===== config.mk =====
export PLATFORM = sky130hd
export DESIGN_NAME = score_number
export DESIGN_NICKNAME = d
export VERILOG_FILES = /design/src/rtl/screen_pkg.sv /design/src/rtl/bcd_digit_cell.sv /design/src/rtl/score_number.sv
export SDC_FILE = /design/constraint.sdc
export NUM_CORES = 1
export LEC_CHECK = 0
export ABC_AREA = 1
export BUFFER_PORTS_ARGS = -buffer_cell sky130_fd_sc_hd__buf_2
export CORE_MARGIN = 3
export CORE_UTILIZATION = 40
export CTS_CLUSTER_DIAMETER = 40
export CTS_CLUSTER_SIZE = 25
export DETAILED_ROUTE_END_ITERATION = 8
export PLACE_DENSITY = 0.63
export SYNTH_ARGS = -nofsm -noshare
export SYNTH_HDL_FRONTEND = slang
export SYNTH_SLANG_ARGS = --single-unit

===== constraint.sdc =====
create_clock -name px_clk -period 3.8 [get_ports px_clk]
set_input_delay 0.76 -clock px_clk [delete_from_list [all_inputs] [get_ports px_clk]]
set_output_delay 0.76 -clock px_clk [all_outputs]
set_load 0.005 [all_outputs]

===== src/rtl/screen_pkg.sv =====
// Shared screen stream layout, digit cell geometry and 7-segment decode.
// Used by score_number and bcd_digit_cell.
package screen_pkg;

  localparam int HS     = 25;
  localparam int VS     = 24;
  localparam int AV     = 23;
  localparam int X_HI   = 22;
  localparam int X_LO   = 13;
  localparam int Y_HI   = 12;
  localparam int Y_LO   = 3;
  localparam int RGB_HI = 2;
  localparam int RGB_LO = 0;

  localparam int CELL_W   = 3;
  localparam int CELL_H   = 5;
  localparam int CELL_GAP = 1;

  // BCD -> segments, bit 6 = a ... bit 0 = g
  function automatic logic [6:0] seg7(input logic [3:0] d);
    logic [6:0] s;
    unique case (d)
      4'd0:    s = 7'b1111110;
      4'd1:    s = 7'b0110000;
      4'd2:    s = 7'b1101101;
      4'd3:    s = 7'b1111001;
      4'd4:    s = 7'b0110011;
      4'd5:    s = 7'b1011011;
      4'd6:    s = 7'b1011111;
      4'd7:    s = 7'b1110000;
      4'd8:    s = 7'b1111111;
      4'd9:    s = 7'b1111011;
      default: s = 7'b0000000;
    endcase
    return s;
  endfunction

  // True when cell (cx,cy) belongs to a lit segment of s
  function automatic logic seg_hit(
    input logic [6:0]  s,
    input logic [10:0] cx,
    input logic [10:0] cy
  );
    logic top, bot, l, r;
    top = cy <= 11'd2;
    bot = cy >= 11'd2;
    l   = cx == 11'd0;
    r   = cx == 11'd2;
    return (s[6] & (cy == 11'd0))
         | (s[3] & (cy == 11'd4))
         | (s[0] & (cy == 11'd2))
         | (s[1] & l & top)
         | (s[5] & r & top)
         | (s[2] & l & bot)
         | (s[4] & r & bot);
  endfunction

endpackage


===== src/rtl/bcd_digit_cell.sv =====
// One BCD digit with load, step up/down and ripple outputs.
// up_out/dn_out request a step of the next more-significant digit.
module bcd_digit_cell
  import screen_pkg::*;
(
  input  logic       px_clk,
  input  logic       reset,
  input  logic       ld,
  input  logic [3:0] ld_digit,
  input  logic       up,
  input  logic       dn,
  output logic [3:0] digit,
  output logic       up_out,
  output logic       dn_out
);

  assign up_out = up & (digit == 4'd9);
  assign dn_out = dn & (digit == 4'd0);

  // digit register: load clamps to 9, steps wrap within 0..9
  always_ff @(posedge px_clk) begin
    if (!reset) begin
      digit <= 4'd0;
    end else if (ld) begin
      digit <= (ld_digit > 4'd9) ? 4'd9 : ld_digit;
    end else if (up) begin
      digit <= (digit == 4'd9) ? 4'd0 : digit + 4'd1;
    end else if (dn) begin
      digit <= (digit == 4'd0) ? 4'd9 : digit - 4'd1;
    end
  end

endmodule


===== src/rtl/score_number.sv =====
// N-digit BCD up/down counter with a frame-latched 7-segment overlay.
// Define SCORE_NUMBER_ZERO_BLANK_EN to suppress leading zero digits.
module score_number
  import screen_pkg::*;
#(
  parameter logic [2:0] COLOR      = 3'b111,
  parameter int         DIGITS     = 2,
  parameter int         SCALE_LOG2 = 2,
  parameter int         SATURATE   = 0
) (
  input  logic                  px_clk,
  input  logic                  reset,
  input  logic [25:0]           strRGB_i,
  input  logic [9:0]            pos_x,
  input  logic [9:0]            pos_y,
  input  logic                  inc,
  input  logic                  dec,
  input  logic                  load,
  input  logic [4*DIGITS-1:0]   load_value,
  output logic [4*DIGITS-1:0]   value,
  output logic                  carry,
  output logic                  borrow,
  output logic [25:0]           strRGB_o
);

  localparam int U     = 1 << SCALE_LOG2;
  localparam int PITCH = (CELL_W + CELL_GAP) * U;
  localparam logic [10:0] BOX_W = 11'(CELL_W * U);
  localparam logic [10:0] BOX_H = 11'(CELL_H * U);

  logic inc_q, dec_q, vs_q;
  logic inc_evt, dec_evt;
  logic inc_step, dec_step;
  logic all9, all0;
  logic inc_go, dec_go;
  logic carry_d, borrow_d;
  logic [DIGITS:0] up_c, dn_c;
  logic [4*DIGITS-1:0] shadow;
  logic lit;

  assign inc_evt  = inc & ~inc_q;
  assign dec_evt  = dec & ~dec_q;
  assign inc_step = ~load & inc_evt & ~dec_evt;
  assign dec_step = ~load & dec_evt & ~inc_evt;

  // bound detection across all digits
  always_comb begin
    all9 = 1'b1;
    all0 = 1'b1;
    for (int i = 0; i < DIGITS; i++) begin
      all9 = all9 & (value[4*i +: 4] == 4'd9);
      all0 = all0 & (value[4*i +: 4] == 4'd0);
    end
  end

  assign inc_go = inc_step & ~((SATURATE != 0) & all9);
  assign dec_go = dec_step & ~((SATURATE != 0) & all0);
  assign up_c[0] = inc_go;
  assign dn_c[0] = dec_go;

  assign carry_d  = (SATURATE != 0) ? (inc_step & all9)
                                    : up_c[DIGITS];
  assign borrow_d = (SATURATE != 0) ? (dec_step & all0)
                                    : dn_c[DIGITS];

  for (genvar i = 0; i < DIGITS; i++) begin : g_dig
    bcd_digit_cell u_cell (
      .px_clk   (px_clk),
      .reset    (reset),
      .ld       (load),
      .ld_digit (load_value[4*i +: 4]),
      .up       (up_c[i]),
      .dn       (dn_c[i]),
      .digit    (value[4*i +: 4]),
      .up_out   (up_c[i+1]),
      .dn_out   (dn_c[i+1])
    );
  end

  // edge registers, pulses and frame-synchronous shadow copy
  always_ff @(posedge px_clk) begin
    if (!reset) begin
      inc_q  <= 1'b0;
      dec_q  <= 1'b0;
      vs_q   <= 1'b0;
      carry  <= 1'b0;
      borrow <= 1'b0;
      shadow <= '0;
    end else begin
      inc_q  <= inc;
      dec_q  <= dec;
      vs_q   <= strRGB_i[VS];
      carry  <= carry_d;
      borrow <= borrow_d;
      if (strRGB_i[VS] && !vs_q) begin
        shadow <= value;
      end
    end
  end

  logic [10:0] px, py, ox, oy, dx, dy, cx, cy;
  logic [3:0]  d;
  logic [6:0]  s;
  logic        inbox, show;
`ifdef SCORE_NUMBER_ZERO_BLANK_EN
  logic        lead;
`endif

  // pixel hit test against every digit box
  always_comb begin
    lit   = 1'b0;
    d     = '0;
    s     = '0;
    ox    = '0;
    dx    = '0;
    dy    = '0;
    cx    = '0;
    cy    = '0;
    inbox = 1'b0;
    show  = 1'b0;
    px    = {1'b0, strRGB_i[X_HI:X_LO]};
    py    = {1'b0, strRGB_i[Y_HI:Y_LO]};
    oy    = {1'b0, pos_y};
`ifdef SCORE_NUMBER_ZERO_BLANK_EN
    lead  = 1'b0;
`endif
    for (int k = 0; k < DIGITS; k++) begin
      d = shadow[4*(DIGITS-1-k) +: 4];
`ifdef SCORE_NUMBER_ZERO_BLANK_EN
      lead = lead | (d != 4'd0);
      show = lead | (k == DIGITS - 1);
`else
      show = 1'b1;
`endif
      ox = {1'b0, pos_x} + 11'(PITCH * k);
      inbox = (px >= ox) && (px < ox + BOX_W)
           && (py >= oy) && (py < oy + BOX_H);
      dx = px - ox;
      dy = py - oy;
      cx = dx >> SCALE_LOG2;
      cy = dy >> SCALE_LOG2;
      s  = seg7(d);
      if (inbox && show && seg_hit(s, cx, cy)) begin
        lit = 1'b1;
      end
    end
  end

  // registered stream output, colour substituted on lit active pixels
  always_ff @(posedge px_clk) begin
    if (!reset) begin
      strRGB_o <= '0;
    end else begin
      strRGB_o[HS:Y_LO] <= strRGB_i[HS:Y_LO];
      strRGB_o[RGB_HI:RGB_LO] <= (strRGB_i[AV] && lit)
                               ? COLOR
                               : strRGB_i[RGB_HI:RGB_LO];
    end
  end

endmodule


==> run_results.csv <==
group,metric,value,unit
timing,tightest_slew,0.4947,ns
synth,synth_flop_cell,"dfxtp_1",
synth,synth_fp_nets,924,
critical_path,crit_chain,"buf_2 -> inv_1 -> ha_1 -> ha_1 -> nand2_1 -> inv_1 -> nand3_1 -> nor2_1 -> nor2_1 -> nand2_2 -> nand2_1 -> nor2_2 -> nand3_2 -> nor2_4 -> nand4_1 -> nand2_1 -> nand2_1 -> nand3_2 -> nand2_1 -> nand2_2 -> nand2_4 -> a21oi_2",
global_routing,grt.total_usage,17.52,%
hold_path,hold_class,"reg -> reg",
floorplanning,start_util,41.87,%
hold_path,worstHoldEndpoint,"shadow[3]",
critical_path,r2r_cells,9,
timing,setup_viol,0,
placed_design,port_buffers,94,
critical_path,crit_path_end_kind,"flop",
timing,timing.final.hold_violations,0,
hold_path,hold_path_depth,2,
synth,yosys.area_share.adder,15.53,%
clock_tree,cts_root_buf,"clkbuf_16",
synth,netlist_instances,801,
detailed_routing,routedWlPerCell,11.55,µm
placed_design,dp_hpwl,9966,µm
critical_path,r2r_start,"strRGB_o[24]",
floorplanning,io_pins,95,
global_routing,grt.overflow.total,0,
synth,synthesis.yosys.warnings,0,
synth,synth-xor-area-share,4.248,%
clock_tree,clk_pin_slew,0.06,ns
layout,fillCellCount,1319,
detailed_routing,post-route-drc-count,0,
floorplanning,core,12310,µm²
floorplanning,rows,40,
synth,synth-edff-count,0,
detailed_routing,vias_per_cell,4.805,
layout,final_cells,1071,
global_routing,first_global_vias,4737,
detailed_routing,drtAntennaViolNets,0,
timing,final_max_slew_viol_count,0,
synth,async_flop_share,0,%
critical_path,cp_slowest_cell,"ha_1",
clock_tree,cts-htree-levels,3,
pwr,ir_drop,0.3044,mV
clock_tree,clock-sinks,60,
timing,fin_tns_setup,0,ns
outcome,outcome,"finished clean",
placed_design,post_dp_cell_area,5812,µm²
critical_path,worstPathArrival,3.25,ns
clock_tree,postCtsSetupBuffers,0,
synth,yosysTopAreaCellShare,23.30,%
synth,yosysUniqueCellTypes,44,
synth,syn_area,5155,µm²
synth,synth_compound_area_share,12.18,%
pwr,powerDensity,343.4,nW/µm²
synth,synthSimpleGateAreaFrac,33.64,%
placed_design,dp_slack,0.4850,ns
placed_design,dpl.cell_count,1056,
synth,synthTopCellsByArea,"dfxtp_1 (23%), ha_1 (16%), nand2_1 (14%)",
layout,drive_gt1_share,16.61,%
critical_path,reg2reg_setup_slack,1.76,ns
layout,multi_input_area,3382,µm²
timing,clock_skew,0.006952,ns
clock_tree,clock_latency,0.33,ns
synth,synth_seq_cells,60,
global_routing,grt_max_degree,34,
clock_tree,cts_tree,"yes",
layout,final_cell_mix,"nand2_1 (191), inv_1 (129), buf_2 (94), nor2_1 (82), ha_1 (64)",
timing,maxSlewHeadroom,66.76,%
synth,yosysSeqAreaShare,23.30,%
layout,regArea,1201,µm²
timing,grt_setup_unrepaired,"false",
critical_path,cp_max_fo,10,
layout,fin_nets,1022,
pwr,total_power,2.088,mW
layout,layout_commonest_cell,"nand2_1",
timing,hold_slack,0.5241,ns
timing,finalWorstSetupSlack,0.8167,ns
timing,fin_crit,2.983,ns
synth,muxShareOfSynthArea,0,%
pwr,power.leakage,3.417,nW
critical_path,start_kind,"input port",
detailed_routing,dr.first_iter.drc_count,230,
global_routing,grt_pass1_wl,21170,µm
critical_path,crit_type,"in -> reg",
clock_tree,cts_buffers,9,
synth,synth.largest_area_cell,"dfxtp_1",
global_routing,antenna_found_initial,0,
layout,fin_area,6078,µm²
floorplanning,die_h,119.5,µm
critical_path,critPathMostFrequentCell,"nand2_1",
critical_path,critical_path_required,4.07,ns
detailed_routing,num_vias,5146,
layout,area_growth,17.91,%
floorplanning,die_x,119.5,µm
floorplanning,dieArea,14290,µm²
detailed_routing,firstDrtPassIters,4,
critical_path,critPathMaxStageDelay,0.37,ns
synth,synth_top_family_by_area,"simple AND/OR/NAND/NOR gates",
clock_tree,postCtsHoldBufs,0,
timing,fin_crit_sh,78.51,%
layout,fin_util,49.37,%
detailed_routing,routed_wl,12370,µm
timing,clock.fmax,335.2,MHz
clock_tree,post_cts_resized,0,
hold_path,hp-start,"shadow[3]",
synth,syn_area_per_cell,6.436,µm²
job,drv_cap,0,
clock_tree,clockBufferDepth,2,
placed_design,place.gp.congestion,0.8788,
layout,diodes,0,
[routing by layer]
layer  vias up  track usage, %  part of all wire, %
li1       2778               -                    -
met1      2228           24.17                   50
met2       123           27.61                   43
met3        17           3.864                  5.8
met4         0           4.868                  1.4
met5         -               0                    0
[critical path, delay by kind of cell]
family          cells  cell delay, ns
simple gates       16            1.28
fa+ha+maj           2            0.72
buf+inv             3            0.40
compound gates      1            0.11
[cell usage after synthesis (all sizes together) (3+ instances only)]
master and n:
nor3 21, clkinv 3, xor2 23, nand4 25
dfxtp 60, nor2 88, ha 64, o21ai 46
nand3 48, nand2 199, nor4 4, clkbuf 7
a21oi 40, o21bai 4, a31oi 5, or2 4
inv 139
[logic make-up after synthesis]
group | Yosys count
and+or+nand+nor | 391
buffers and inverters | 151
AOI/OAI and AO/OA | 110
adders and majority gates | 64
xor gates and xnor gates | 25
DFF | 60
[final cells by class]
type | instances | share of cell area [%]
Clock buffer | 9 | 3.705
Clock inverter | 6 | 0.6793
Inverter | 142 | 8.769
Multi-Input combinational cell | 590 | 55.64
Sequential cell | 60 | 19.76
Tap cell | 168 | 3.458
Timing Repair Buffer | 96 | 7.987
[power breakdown]
| group | leakage (nW) | switching, mW | total, mW | internal (mW) |
|---|---|---|---|---|
| Sequential | 0.499 | 0.0271 | 0.710 | 0.683 |
| Combinational | 2.79 | 0.405 | 0.644 | 0.239 |
| Clock | 0.124 | 0.298 | 0.734 | 0.436 |
[how the worst max path moves through the flow]
stage                        start  slack, ns           to
final                     pos_x[4]       0.82  strRGB_o[2]
after global routing      pos_x[4]       0.50  strRGB_o[0]
after CTS                 pos_x[4]       0.83  strRGB_o[2]
after detailed placement  pos_x[4]       0.49  strRGB_o[1]
after global placement    pos_x[4]       0.54  strRGB_o[2]
after floorplan           pos_x[4]       0.82  strRGB_o[0]
Note: power is estimated with default switching activity, not from simulation.
